`config.mk`:
```
export PLATFORM = sky130hd
export DESIGN_NAME = alu_cmd_sequencer_flat
export DESIGN_NICKNAME = d
export VERILOG_FILES = /design/src/rtl/alu_cmd_sequencer_if.sv /design/src/rtl/alu_cmd_sequencer.sv /design/src/flat_wrapper.sv
export SDC_FILE = /design/constraint.sdc
export NUM_CORES = 1
export LEC_CHECK = 0
export ABC_AREA = 0
export BUFFER_PORTS_ARGS = -buffer_cell sky130_fd_sc_hd__buf_2
export CORE_MARGIN = 8
export CORE_UTILIZATION = 43
export DETAILED_ROUTE_END_ITERATION = 10
export GPL_TIMING_DRIVEN = 0
export PLACE_DENSITY_LB_ADDON = 0.15
export SETUP_SLACK_MARGIN = 0.2
export SYNTH_ARGS = -nofsm -noshare
export SYNTH_HDL_FRONTEND = slang
export SYNTH_SLANG_ARGS = --single-unit
export TNS_END_PERCENT = 5
```
`constraint.sdc`:
```
create_clock -name clk -period 5 [get_ports clk]
set_input_delay 0.75 -clock clk [delete_from_list [all_inputs] [get_ports clk]]
set_output_delay 0.75 -clock clk [all_outputs]
set_load 0.01 [all_outputs]
```
`src/rtl/alu_cmd_sequencer_if.sv`:
```
// Command/response handshake bundle between an upstream requester and alu_cmd_sequencer.
interface alu_cmd_sequencer_if;
    logic       cmd_valid;
    logic       cmd_ready;
    logic [3:0] cmd_a;
    logic [3:0] cmd_b;
    logic [2:0] cmd_op;
    logic       rsp_valid;
    logic       rsp_ready;
    logic [4:0] rsp_result;
    logic       rsp_zero;
    logic [2:0] rsp_op;

    modport master (
        output cmd_valid, cmd_a, cmd_b, cmd_op, rsp_ready,
        input  cmd_ready, rsp_valid, rsp_result, rsp_zero, rsp_op
    );

    modport slave (
        input  cmd_valid, cmd_a, cmd_b, cmd_op, rsp_ready,
        output cmd_ready, rsp_valid, rsp_result, rsp_zero, rsp_op
    );
endinterface

```
`src/rtl/alu_cmd_sequencer.sv`:
```
// Queues ALU commands in a 4-deep FIFO and sequences them one at a time through a
// registered downstream alu_4bit, returning each result over a valid/ready response.
module alu_cmd_sequencer (
    input  logic                      clk,
    input  logic                      rst_n,
    alu_cmd_sequencer_if.slave        bus,
    output logic [3:0]                alu_a,
    output logic [3:0]                alu_b,
    output logic [2:0]                alu_op_code,
    input  logic [4:0]                alu_result,
    input  logic                      alu_zero_flag,
    output logic                      err_illegal,
    output logic                      busy
);
    localparam logic [2:0] OP_ILLEGAL = 3'b111;

    typedef struct packed {
        logic [3:0] a;
        logic [3:0] b;
        logic [2:0] op;
    } cmd_t;

    typedef enum logic [1:0] {IDLE, EXEC, CAPTURE, RESP} state_t;

    state_t     state;
    cmd_t       fifo_mem [4];
    logic [1:0] wr_ptr;
    logic [1:0] rd_ptr;
    logic [2:0] count;
    cmd_t       head;
    logic       push;
    logic       pop;

    logic       rsp_valid_q;
    logic [4:0] rsp_result_q;
    logic       rsp_zero_q;
    logic [2:0] rsp_op_q;

    // Ready depends only on the registered count, so a full FIFO never writes through on a pop.
    assign bus.cmd_ready = (count != 3'd4);
    assign push          = bus.cmd_valid && bus.cmd_ready;
    assign pop           = (state == IDLE) && (count != 3'd0);
    assign head          = fifo_mem[rd_ptr];

    assign bus.rsp_valid  = rsp_valid_q;
    assign bus.rsp_result = rsp_result_q;
    assign bus.rsp_zero   = rsp_zero_q;
    assign bus.rsp_op     = rsp_op_q;
    assign busy           = (state != IDLE) || (count != 3'd0);

    always_ff @(posedge clk or negedge rst_n) begin
        if (!rst_n) begin
            for (int i = 0; i < 4; i++) fifo_mem[i] <= '0;
            wr_ptr <= '0;
            rd_ptr <= '0;
            count  <= '0;
        end else begin
            if (push) begin
                fifo_mem[wr_ptr] <= '{a: bus.cmd_a, b: bus.cmd_b, op: bus.cmd_op};
                wr_ptr           <= wr_ptr + 2'd1;
            end
            if (pop) rd_ptr <= rd_ptr + 2'd1;
            case ({push, pop})
                2'b10:   count <= count + 3'd1;
                2'b01:   count <= count - 3'd1;
                default: count <= count;
            endcase
        end
    end

    always_ff @(posedge clk or negedge rst_n) begin
        if (!rst_n) begin
            state        <= IDLE;
            alu_a        <= '0;
            alu_b        <= '0;
            alu_op_code  <= '0;
            rsp_valid_q  <= 1'b0;
            rsp_result_q <= '0;
            rsp_zero_q   <= 1'b0;
            rsp_op_q     <= '0;
            err_illegal  <= 1'b0;
        end else begin
            err_illegal <= 1'b0;
            case (state)
                IDLE: begin
                    if (pop) begin
                        // Illegal opcodes are dropped without touching the ALU operands.
                        if (head.op == OP_ILLEGAL) begin
                            err_illegal <= 1'b1;
                        end else begin
                            alu_a       <= head.a;
                            alu_b       <= head.b;
                            alu_op_code <= head.op;
                            state       <= EXEC;
                        end
                    end
                end
                EXEC: state <= CAPTURE;
                CAPTURE: begin
                    rsp_result_q <= alu_result;
                    rsp_zero_q   <= alu_zero_flag;
                    rsp_op_q     <= alu_op_code;
                    rsp_valid_q  <= 1'b1;
                    state        <= RESP;
                end
                RESP: begin
                    if (bus.rsp_ready) begin
                        rsp_valid_q <= 1'b0;
                        state       <= IDLE;
                    end
                end
                default: state <= IDLE;
            endcase
        end
    end
endmodule

```
`src/flat_wrapper.sv`:
```
// flat-port wrapper written by rule: the top's interface ports become plain ports
module alu_cmd_sequencer_flat 
  (clk, rst_n, alu_a, alu_b, alu_op_code, alu_result, alu_zero_flag, err_illegal, busy, bus_cmd_valid, bus_cmd_a, bus_cmd_b, bus_cmd_op, bus_rsp_ready, bus_cmd_ready, bus_rsp_valid, bus_rsp_result, bus_rsp_zero, bus_rsp_op);
  alu_cmd_sequencer_if bus_i ();
  input  logic clk;
  input  logic rst_n;
  output logic [3:0] alu_a;
  output logic [3:0] alu_b;
  output logic [2:0] alu_op_code;
  input  logic [4:0] alu_result;
  input  logic alu_zero_flag;
  output logic err_illegal;
  output logic busy;
  input wire logic [$bits(bus_i.cmd_valid)-1:0] bus_cmd_valid;
  input wire logic [$bits(bus_i.cmd_a)-1:0] bus_cmd_a;
  input wire logic [$bits(bus_i.cmd_b)-1:0] bus_cmd_b;
  input wire logic [$bits(bus_i.cmd_op)-1:0] bus_cmd_op;
  input wire logic [$bits(bus_i.rsp_ready)-1:0] bus_rsp_ready;
  output wire logic [$bits(bus_i.cmd_ready)-1:0] bus_cmd_ready;
  output wire logic [$bits(bus_i.rsp_valid)-1:0] bus_rsp_valid;
  output wire logic [$bits(bus_i.rsp_result)-1:0] bus_rsp_result;
  output wire logic [$bits(bus_i.rsp_zero)-1:0] bus_rsp_zero;
  output wire logic [$bits(bus_i.rsp_op)-1:0] bus_rsp_op;
  assign bus_i.cmd_valid = bus_cmd_valid;
  assign bus_i.cmd_a = bus_cmd_a;
  assign bus_i.cmd_b = bus_cmd_b;
  assign bus_i.cmd_op = bus_cmd_op;
  assign bus_i.rsp_ready = bus_rsp_ready;
  assign bus_cmd_ready = bus_i.cmd_ready;
  assign bus_rsp_valid = bus_i.rsp_valid;
  assign bus_rsp_result = bus_i.rsp_result;
  assign bus_rsp_zero = bus_i.rsp_zero;
  assign bus_rsp_op = bus_i.rsp_op;
  alu_cmd_sequencer u_core (.clk(clk), .rst_n(rst_n), .bus(bus_i), .alu_a(alu_a), .alu_b(alu_b), .alu_op_code(alu_op_code), .alu_result(alu_result), .alu_zero_flag(alu_zero_flag), .err_illegal(err_illegal), .busy(busy));
endmodule
```
# [Word-level counts from Yosys, hierarchy flattened]
# Index checks and enable logic that the tools add are counted.
[classes] n_addsub=4 mul=0 div=0 order_cmp=3 n_eq_ne=10 n_shift=0 n_mux=16 bitwise=3 reduce_logical=12
[op_table] op="44-bit bitwise mux" count=1
[op_table] op="11-bit two-way mux" count=3
[op_table] op="11-bit binary-select mux with 2-bit select" count=1
[op_table] op="11-bit demux with 2-bit select" count=1
[op_table] op="2-bit one-hot mux with 4 select lines" count=1
[op_table] op="2-bit == test, second input constant" count=3
[op_table] op="3-bit >= comparator, second input constant" count=2
[op_table] op="2-bit two-way mux" count=3
[op_table] op="2-bit NOT with 3-bit output" count=2
[op_table] op="3-bit one-hot mux with 2 select lines" count=1
[op_table] op="3-bit AND reduction" count=2
[op_table] op="2-bit nonzero test" count=3
[op_table] op="2-bit by 1-bit adder with 2-bit output, second input constant" count=2
[op_table] op="2-bit by 1-bit == test with 1-bit output, second input constant" count=2
[op_table] op="1-bit two-way mux" count=4
[op_table] op="2-bit != test, second input constant" count=2
[op_table] op="3-bit by 1-bit adder with 3-bit output, second input constant" count=1
[op_table] op="3-bit == test, second input constant" count=1
[op_table] op="1-bit logical AND" count=3
[op_table] op="3-bit by 1-bit < comparator with 1-bit output, second input constant" count=1
[op_table] op="3-bit != test, second input constant" count=1
[op_table] op="3-bit nonzero test" count=1
[op_table] op="3-bit by 1-bit subtractor with 3-bit output, second input constant" count=1
[op_table] op="2-bit zero test" count=1
[op_table] op="other kinds (5)" count=5
[word_totals] ff_bits=75 latch_bits=0 mem_bits_rw=0 romBits=0 input_bits=21 out_inout_bits=24 word_cells=72 memories=0

# [Logic depth before layout (Yosys ltp)]
# Gate-level depths: netlist of the first run.
[depth] depth_word=8 ltp_mapped=11 mapped_depth_nobuf=10

# [Worst setup path before layout of the first run]
# Ideal clock, no wire load.
[synth_timing] path_kind="input port to flip-flop" startpoint="input bus_cmd_valid" endpoint="register u_core.count[2]" setup_time_ps=79 arrival_ps=1941 required_ps=4921 path_slack_ps=2980 cell_stages=8 n_path_buf=0 path_cell_list="a21boi_2 > inv_2 > ha_1 > inv_1 > fa_1 > xor2_1 > nor2_1 > xor2_1"
[synth_via] elab_chain_len=3 elab_cells_between_ends=5 classes_between="eq/ne (2); mux (1); reduce/logical (2)"
[synth_lines] item="start, declared" line="flat_wrapper.sv:14" text="input wire logic [$bits(bus_i.cmd_valid)-1:0] bus_cmd_valid;"
[synth_lines] item="1-bit logical AND *" line="alu_cmd_sequencer.sv:41" text="assign push = bus.cmd_valid && bus.cmd_ready;"
[synth_lines] item="2-bit by 1-bit == test with 1-bit output or 2-bit == test (tied branches)" line="alu_cmd_sequencer.sv:63" text="case ({push, pop})"
[synth_lines] item="3-bit one-hot mux with 2 select lines or 2-bit nonzero test (tied branches)"
[synth_lines] item="end signal, assigned" line="alu_cmd_sequencer.sv:64" text="2'b10: count <= count + 3'd1;"
[synth_lines] item="end signal, assigned" line="alu_cmd_sequencer.sv:65" text="2'b01: count <= count - 3'd1;"
[synth_lines] item="end signal, assigned" line="alu_cmd_sequencer.sv:66" text="default: count <= count;"
[synth_lines] item="end, declared" line="alu_cmd_sequencer.sv:29" text="logic [2:0] count;"
# Mark *: on every way between the ends. The rest lies on a longest branch, timed or not.
# A chain may end at the register's enable or synchronous reset.

# [Worst setup path in the final report of the first run]
[layout_timing] startpoint="register u_core.state[0]" endpoint="register u_core.count[2]"
[layout_via] elab_chain_len=4 elab_cells_between_ends=6 classes_between="eq/ne (2); mux (1); reduce/logical (3)"
[layout_lines] item="start, declared" line="alu_cmd_sequencer.sv:25" text="state_t state;"
[layout_lines] item="start signal, assigned" line="alu_cmd_sequencer.sv:73" text="state <= IDLE;"
[layout_lines] item="start signal, assigned" line="alu_cmd_sequencer.sv:94" text="state <= EXEC;"
[layout_lines] item="start signal, assigned" line="alu_cmd_sequencer.sv:98" text="EXEC: state <= CAPTURE;"
[layout_lines] item="2-bit zero test *" line="alu_cmd_sequencer.sv:42" text="assign pop = (state == IDLE) && (count != 3'd0);"
[layout_lines] item="1-bit logical AND *" line="alu_cmd_sequencer.sv:42"
[layout_lines] item="net u_core.pop" line="alu_cmd_sequencer.sv:32" text="logic pop;"
[layout_lines] item="2-bit by 1-bit == test with 1-bit output or 2-bit == test (tied branches)" line="alu_cmd_sequencer.sv:63"
[layout_lines] item="3-bit one-hot mux with 2 select lines or 2-bit nonzero test (tied branches)"
# The timed path passes the listed nets; every way through them passes the cells marked *.

==> impl_metrics.tcl, run 1 <==
set metrics [dict create \
    die-area_um2 10730 \
    period_share_pct 43.04 \
    diodes 0 \
    final_cell_mix "dfrtp_1, mux2_1, buf_2" \
    slowest_stage "dfrtp_1" \
    ys_types 31 \
    p_leak_nw 1.780 \
    synth_area_um2 3299 \
    maxSlewHeadroom_pct 64.51 \
    worst_path_largest_cell_delay_ns 0.40 \
    avgRoutedWirePerCell_um 16.32 \
    grt.met3_usage_pct 4.275 \
    register_area_um2 1877 \
    final_nets 296 \
    synthCells 210 \
    grt_max_degree 50 \
    fillers 667 \
    clock-sinks 75 \
    reg2reg_slack_ns 2.85 \
    setup_ws_ns 2.848 \
    grt_pass1_wl_um 10770 \
    syn_area_per_cell_um2 15.71 \
    peakVddDrop_uv 279.7 \
    tightestPinTransition_ns 0.5323 \
    ff2ff_path_depth 11 \
    pin_count 45 \
    utilization_pct 51.54 \
    hold_violations 0 \
    drv_slew 0 \
    fp.dieH_um 103.6 \
    crit_buf_inv 4 \
    skew_ns 0.01457 \
    grt_setup_unrepaired "false" \
    dpl.hpwl_um 4186 \
    r2r_end "u_core.count[2]" \
    p_per_area_nw_per_um2 696.8 \
    cts_setup_buffers 0 \
    syn_to_final_growth_pct 18.20 \
    syn-num-nets 240 \
    htreeDepth 3 \
    drive_gt1_share_pct 34.69 \
    start_kind "flop" \
    multiInputGateArea_um2 1340 \
    cts-root-buf "clkbuf_8" \
    core_um2 7567 \
    whs_ns 0.3074 \
    tns_ns 0 \
    drtIter0Drc 38 \
    use_met1_pct 15.45 \
    cp_top_family "adder cells" \
    synth_seq_cells 75 \
    r2r-start "u_core.state[0]" \
    worstSetupPathType "flop to flop" \
    hold_buffers 0 \
    cts_tree "yes" \
    start_util_pct 43.60 \
    port_buffers 44 \
    status "finished clean" \
    preCtsSetupSlack_ns 2.781 \
    cp.arrival_ns 2.43 \
    finalSetupViolCount 0 \
    cts_buffers 9 \
    ant_nets 0 \
    clk_path_buf_depth 2 \
    vias_per_cell 4.987 \
    clk_pin_slew_worst_paths_ns 0.09 \
    endpoint_kind "flop" \
    cap_viol_max_count 0 \
    ys_warn_count 0 \
    fin_cells 373 \
    vias 1860 \
    min_path_type "input port to asynchronous set/reset pin" \
    grt_overflow_total 0 \
    top_usage_layer "met2" \
    critical_path_required_ns 5.28 \
    routabilityCongestion 0.7205 \
    fmax_mhz 464.7 \
    seq_area_frac_synth_pct 56.88 \
    grt_pass1_vias 2137 \
    cts_resized 0 \
    dp_cells 357 \
    grt_use_total_pct 12.59 \
    period_needed_ns 2.152 \
    crit_path_cell_trace "inv_1, ha_1, nand2b_1, buf_6, inv_2, ha_1, inv_1, fa_1, xor2_1, nor2_1, xor2_1" \
    dr.pass1.iters 4 \
    final_common_cell "dfrtp_1" \
    rows 32 \
    drcViolationCount 0 \
    crit_path_max_fanout 8 \
    die_width_um 103.6 \
    clk_latency_ns 0.35 \
    totalWireLength_um 6088 \
    antenna_found_initial 0 \
    grt_use_met2_pct 19.62 \
]
## worst register-to-register path, cell delays in order (launching register included)
cell      delay (ns)
dfrtp_1         0.40
inv_1           0.10
ha_1            0.25
nand2b_1        0.09
buf_6           0.15
inv_2           0.07
ha_1            0.18
inv_1           0.06
fa_1            0.37
xor2_1          0.15
nor2_1          0.11
xor2_1          0.15
## routing by layer
metal | wire, um | part of all wire [%]
met5 | 0 | 0
met3 | 302 | 5.0
met1 | 2913 | 48
met4 | 80 | 1.3
met2 | 2791 | 46
## area by class of cell
class,count,area share (%)
buffer,8,1.155
sequential,75,48.12
clock inverter,7,2.534
tap,102,3.272
inverter,10,0.9625
timing repair buffer,45,6.416
multi-input combinational,117,34.36
clock buffer,9,3.176
## kinds of logic after synthesis
kind of cell,after synthesis,share of synthesized area (%)
DFF,75,56.88
muxes,74,29.88
buffers and inverters,18,2.503
and+or+nand+nor,17,2.920
AOI/OAI and AO/OA,11,2.579
adders and majority gates,9,3.641
xor gates and xnor gates,6,1.593
## how the worst max path moves through the flow
stage / start / end / slack [ns] / cells after the start
finish: u_core.state[0] / u_core.count[2] / 2.85 / 11
global route: u_core.state[0] / u_core.count[2] / 2.65 / 11
CTS: u_core.state[0] / u_core.count[2] / 2.83 / 11
detailed placement: bus_cmd_valid / u_core.count[2] / 2.78 / 9
global placement: rst_n / u_core.alu_b[3] / 2.62 / 1
floorplan: bus_cmd_valid / u_core.count[2] / 2.98 / 8
## sequential cells by signal (all words and copies together) (netlist names)
register	count
u_core.alu_a	4
u_core.alu_b	4
u_core.alu_op_code	3
u_core.bus.rsp_op	3
u_core.bus.rsp_result	5
u_core.bus.rsp_valid	1
u_core.bus.rsp_zero	1
u_core.count	3
u_core.err_illegal	1
u_core.fifo_mem	44
u_core.rd_ptr	2
u_core.state	2
u_core.wr_ptr	2
## cells in the mapped netlist
cell | count | area (um^2)
mux2_1 | 53 | 596.8
a21oi_2 | 1 | 8.760
buf_2 | 6 | 30.03
inv_1 | 8 | 30.03
nor2_1 | 3 | 11.26
o22a_1 | 3 | 26.28
o32a_1 | 1 | 10.01
and2_1 | 1 | 6.260
xor2_1 | 2 | 17.52
mux4_2 | 11 | 247.7
nor3_1 | 1 | 5.000
mux2_2 | 1 | 11.26
nand2_1 | 8 | 30.03
o21ai_1 | 1 | 5.000
o22ai_1 | 1 | 6.260
nand2b_1 | 1 | 6.260
mux2_4 | 8 | 120.1
a21oi_1 | 2 | 10.01
and3_4 | 1 | 11.26
a21boi_2 | 1 | 11.26
clkbuf_1 | 1 | 3.750
a21o_1 | 1 | 7.510
buf_6 | 1 | 11.26
ha_1 | 8 | 100.1
mux2i_1 | 1 | 10.01
nor2_8 | 1 | 20.02
inv_2 | 2 | 7.510
xnor2_1 | 4 | 35.03
nor2b_1 | 1 | 6.260
fa_1 | 1 | 20.02
dfrtp_1 | 75 | 1877
## report_power, final
part / leakage, nW / total, mW / internal, mW / switching, mW
logic: 0.782 / 1.10 / 0.612 / 0.493
clock network: 0.110 / 0.522 / 0.284 / 0.237
registers: 0.888 / 1.09 / 0.923 / 0.169
## through the flow
stage,area (um^2),power [mW]
CTS,3900,2.766
global route,3900,2.932
global placement,3647,2.199
finish,3900,2.717
detailed placement,3677,2.239
floorplan,3299,1.914
Note: power is estimated with default switching activity, not from simulation.
==> inputs of run 2 (changes only) <==
Settings changed: ABC_AREA 0 to 1.
Clock period 5 ns to 2.1 ns, I/O delays scaled along.
==> impl_metrics.tcl, run 2 <==
set metrics [dict create \
    synth_most_common_cell "nand2_1" \
    largest_reg_flops 44 \
    clk_latency_ns 0.34 \
    p_seq_share_pct 37.7 \
    p_sw_mw 2.632 \
    reg2reg_slack_ns 0.18 \
    cts_tree "yes" \
    final_common_cell "nand2_1" \
    skew_ns 0.006762 \
    diodes 0 \
    drive_gt1_share_pct 22.30 \
    regMostFlops "u_core.fifo_mem" \
    yosysTopAreaCell "dfrtp_1" \
    syn_area_per_cell_um2 8.795 \
    grt_setup_unrepaired "true" \
    min_from "alu_zero_flag" \
    ff2ff_path_depth 11 \
    syn_to_final_growth_pct 22.02 \
    grt_pass1_vias 2606 \
    intPower_mw 4.009 \
    avgRoutedWirePerCell_um 14.53 \
    r2r_end "u_core.count[2]" \
    grt_use_total_pct 15.82 \
    pin_count 45 \
    ant_nets 0 \
    r2r-start "u_core.state[1]" \
    endpoint_kind "flop" \
    core_um2 7567 \
    cap_viol_max_count 0 \
    p_comb_share_pct 43.5 \
    routabilityCongestion 0.7794 \
    finalSetupViolCount 0 \
    status "finished clean" \
    critical_path_required_ns 2.33 \
    period_needed_ns 1.918 \
    ys_warn_count 0 \
    maxSlewHeadroom_pct 65.27 \
    synth_edf_count 0 \
    worstSetupPathType "flop to flop" \
    netlist_top_cells_count "nand2_1, dfrtp_1, o21ai_0" \
    peakVddDrop_uv 632.7 \
    grt_overflow_total 0 \
    crit_path_max_fanout 3 \
    async_reset_ff_share_pct 100.0 \
    clk_path_buf_depth 2 \
    finalPower_mw 6.640 \
    drtIter0Drc 210 \
    rows 32 \
    hold_path_end "u_core.bus.rsp_zero" \
    synthCells 374 \
    dpl.hpwl_um 5301 \
    die_width_um 103.5 \
    tns_ns 0 \
    seq_area_frac_synth_pct 57.06 \
    synth_area_leaders "dfrtp_1, nand2_1, o21ai_0" \
    p_leak_nw 2.066 \
    drcViolationCount 0 \
    synth_area_um2 3289 \
    syn-num-nets 404 \
    ys_types 24 \
    fmax_mhz 521.2 \
    final_cell_mix "nand2_1, dfrtp_1, o21ai_0" \
    port_buffers 44 \
    synth_top_cell_area_share_pct 57.06 \
    cp.arrival_ns 2.15 \
    clockPowerShare_pct 18.8 \
    tightestPinTransition_ns 0.5210 \
    clock-sinks 75 \
    fillers 732 \
    fp.dieH_um 103.5 \
    drv_slew 0 \
    p_per_area_nw_per_um2 1654 \
    switching_share_pct 39.63 \
    clk_pin_slew_worst_paths_ns 0.08 \
    start_kind "flop" \
    grt_max_degree 62 \
    dr.pass1.iters 5 \
    min_path_type "input port to flop" \
    htreeDepth 3 \
    period_share_pct 91.36 \
    final_nets 469 \
    die-area_um2 10710 \
    synth_flop_cell "dfrtp_1" \
    totalWireLength_um 7932 \
    synth_seq_cells 75 \
    vias 2686 \
    cts_buffers 9 \
    antenna_found_initial 0 \
    hold_path_depth 3 \
    start_util_pct 43.47 \
    cts-root-buf "clkbuf_8" \
    grt_pass1_wl_um 12870 \
    hold_violations 0 \
    vias_per_cell 4.919 \
]
[run 2: power by group through the flow]
stage                     sequential (mW)  combinational (mW)  clock, mW
after floorplan                      2.52                1.80          0
after global placement               2.50                2.60          0
after detailed placement             2.51                2.68          0
after CTS                            2.49                2.81       1.27
after global routing                 2.58                3.30       1.33
final                                2.50                2.89       1.25
[run 2: stage by stage]
step                hold slack [ns]  cells  util [%]  instance area [um^2]  setup slack [ns]
global placement             0.4493    520     48.30                  3655           0.06429
global route                 0.1749    546     53.04                  4014           0.09249
floorplan                   0.01941    374         -                  3307            0.2047
CTS                          0.1615    544     52.55                  3976            0.1962
finish                       0.1653    546     53.04                  4014            0.1815
detailed placement           0.1937    521     48.69                  3685           0.02209
[run 2: critical path, stage by stage (launching register included)]
cell,delay [ns]
dfrtp_1,0.41
inv_2,0.08
ha_4,0.15
nand2_4,0.06
inv_2,0.06
clkbuf_8,0.13
ha_4,0.12
inv_2,0.05
fa_2,0.36
a21oi_2,0.14
o21ai_1,0.09
xor2_1,0.16
[run 2: routing by layer]
layer,up-vias,global-route usage [%],wire (um)
li1,1334,-,-
met1,1257,20.58,3584
met2,81,24.46,3604
met3,14,3.748,591
met4,0,7.119,152
met5,-,0,0
[run 2: logic make-up (layout without fill, tap and decap cells)]
logic type               Yosys count  count (layout)  synth area share (%)
flip-flops                        75              75                 57.06
AO/OA/AOI/OAI                     78              78                 12.63
adder cells (fa/ha/maj)            9               9                 3.652
AND/OR/NAND/NOR                  162             162                 19.40
XOR/XNOR                           4               4                 1.065
buffers and inverters             46             116                 6.200
[run 2: worst max-delay path by stage]
stage          depth (start not counted)         endpoint            start  slack (ns)
6_report                              11  u_core.count[2]  u_core.state[1]        0.18
5_1_grt                               11  u_core.count[2]  u_core.state[0]        0.09
4_1_cts                               11  u_core.count[2]  u_core.state[0]        0.20
3_5_place_dp                          11  u_core.count[2]  u_core.state[0]        0.02
3_3_place_gp                          11  u_core.count[2]  u_core.state[0]        0.06
2_1_floorplan                         11  u_core.count[2]  u_core.state[0]        0.20
[run 2: final cells by class]
class / instances / area (um^2) / share of cell area [%]
plain buffers: 18 / 110.1 / 2.743
clock buffers: 11 / 151.4 / 3.772
clock inverters: 5 / 75.07 / 1.870
inverters: 28 / 105.1 / 2.618
multi-input cells: 253 / 1247 / 31.08
flip-flops and latches: 75 / 1877 / 46.76
well taps: 102 / 127.6 / 3.180
repair buffers: 54 / 320.3 / 7.980
[run 2: timing repair]
action	4_1_cts	5_1_grt
endpoints found under the setup margin	2	51
hold buffers	1	0
endpoints found under the hold margin	14	0
setup buffers	6	2
gates resized for setup	4	9
pin swaps	1	4
==> inputs of run 3 (changes only) <==
Settings changed: GPL_TIMING_DRIVEN 0 to default, PLACE_DENSITY from default to 0.68, PLACE_DENSITY_LB_ADDON 0.15 to default.
==> impl_metrics.tcl, run 3 (synthesis results as in run 2) <==
set metrics [dict create \
    ant_nets 0 \
    grt_pass1_vias 2541 \
    r2r-start "u_core.state[0]" \
    grt_pass1_wl_um 12340 \
    whs_ns 0.1732 \
    routabilityCongestion 0.7882 \
    endpoint "u_core.count[2]" \
    drcViolationCount 0 \
    cts_buffers 9 \
    die_width_um 103.5 \
    avgRoutedWirePerCell_um 13.78 \
    fp.dieH_um 103.5 \
    finalSetupViolCount 0 \
    grt_overflow_total 0 \
    crit_path_max_fanout 4 \
    grt_max_degree 30 \
    fin_cells 534 \
    vias_per_cell 4.865 \
    cts-root-buf "clkbuf_8" \
    rows 32 \
    worst_path_largest_cell_delay_ns 0.41 \
    p_sw_mw 2.540 \
    htreeDepth 3 \
    clk_pin_slew_worst_paths_ns 0.07 \
    drv_slew 0 \
    clk_path_buf_depth 2 \
    totalWireLength_um 7361 \
    worstSetupPathType "flop to flop" \
    status "finished clean" \
    clockPowerShare_pct 20.9 \
    p_per_area_nw_per_um2 1645 \
    intPower_mw 3.972 \
    switching_share_pct 39.00 \
    final_common_cell "nand2_1" \
    syn_to_final_growth_pct 20.35 \
    skew_ns 0.007468 \
    vias 2598 \
    regMostFlops "u_core.fifo_mem" \
    dpl.hpwl_um 4978 \
    port_buffers 44 \
    maxSlewHeadroom_pct 60.25 \
    slowest_stage "dfrtp_1" \
    diodes 0 \
    p_leak_nw 2.034 \
    clock-sinks 75 \
    post-route-cell-area_um2 3959 \
    period_needed_ns 1.815 \
    finalPower_mw 6.511 \
    grt_use_total_pct 14.95 \
    hold_violations 0 \
    crit_path_cell_trace "inv_2, ha_4, nand2_2, inv_2, ha_1, inv_2, fa_2, a21oi_2, o21ai_1, xor2_1" \
    clk_latency_ns 0.35 \
    grt_setup_unrepaired "false" \
    peakVddDrop_uv 528.8 \
    cp.arrival_ns 2.04 \
    r2r_end "u_core.count[2]" \
    critical_path_required_ns 2.33 \
    ff2ff_path_depth 10 \
    p_seq_share_pct 38.5 \
    antenna_found_initial 0 \
    p_comb_share_pct 40.6 \
    die-area_um2 10710 \
    dr.pass1.iters 4 \
    final_nets 457 \
    min_path_type "input port to flop" \
    tns_ns 0 \
    start_util_pct 43.47 \
    start_kind "flop" \
    dp_cells 514 \
    setup_ws_ns 0.2847 \
    core_um2 7567 \
    pin_count 45 \
    place_area_um2 3661 \
    fillers 708 \
    final_cell_mix "nand2_1, dfrtp_1, o21ai_0" \
    cts_tree "yes" \
    cp_common_cell "inv_2" \
    tightestPinTransition_ns 0.5963 \
    drtIter0Drc 156 \
    fmax_mhz 550.9 \
    drive_gt1_share_pct 21.30 \
    endpoint_kind "flop" \
    preCtsSetupSlack_ns 0.2308 \
    largest_reg_flops 44 \
    period_share_pct 86.45 \
    crit_start "u_core.state[0]" \
    reg2reg_slack_ns 0.28 \
    utilization_pct 52.31 \
    cap_viol_max_count 0 \
]
run 3: cell types whose count changed in the layout (fill, tap and decap cells not counted), sizes merged:
| cell | delta |
|---|---|
| clkbuf | -8 |
| clkinv | -2 |
| clkinvlp | +1 |
| inv | +1 |
| buf | -5 |
| bufinv | +1 |
run 3: worst min path at each step:
| stage | from | end | cells past startpoint |
|---|---|---|---|
| global placement | rst_n | u_core.alu_a[2] | 1 |
| finish | alu_zero_flag | u_core.bus.rsp_zero | 3 |
| floorplan | rst_n | u_core.alu_a[0] | 0 |
| CTS | alu_zero_flag | u_core.bus.rsp_zero | 3 |
| global route | alu_result[2] | u_core.bus.rsp_result[2] | 3 |
| detailed placement | rst_n | u_core.alu_a[2] | 1 |
run 3: layer usage:
layer  track usage, %  vias to the layer above  wire length [um]  share of wire [%]
met2            22.29                       64              3195                 43
li1                 -                     1301                 -                  -
met5                0                        -                 0                  0
met3            4.351                        7               506                6.9
met4            5.006                        0                72               0.98
met1            20.32                     1226              3587                 49
run 3: area by class of cell:
class / count / area (um^2) / share of cell area (%)
inverters: 28 / 105.1 / 2.655
clock buffers: 10 / 137.6 / 3.477
clock inverters: 6 / 111.4 / 2.813
flip-flops and latches: 75 / 1877 / 47.41
multi-input cells: 253 / 1232 / 31.13
well taps: 102 / 127.6 / 3.224
repair buffers: 60 / 367.9 / 9.292
run 3: timing repair:
| item | CTS | global route |
|---|---|---|
| setup endpoints to repair | 0 | 2 |
| gates resized for setup | 0 | 8 |
| buffers inserted | 0 | 3 |
| hold endpoints to repair | 22 | 0 |
| hold buffers | 1 | 0 |
run 3: critical path, delay by kind of cell, from the launching register on:
| family | cells | cell delay [ns] |
|---|---|---|
| buffers and inverters | 3 | 0.21 |
| flip-flops | 1 | 0.41 |
| AND/OR/NAND/NOR | 1 | 0.08 |
| AO/OA/AOI/OAI | 2 | 0.19 |
| adder cells (fa/ha/maj) | 3 | 0.66 |
| XOR/XNOR | 1 | 0.14 |
run 3: power by group through the flow:
stage          combinational, mW  sequential, mW  clock (mW)
2_1_floorplan               1.80            2.52           0
3_3_place_gp                2.50            2.50           0
3_5_place_dp                2.58            2.52           0
4_1_cts                     2.59            2.50        1.40
5_1_grt                     3.06            2.59        1.45
6_report                    2.64            2.51        1.36
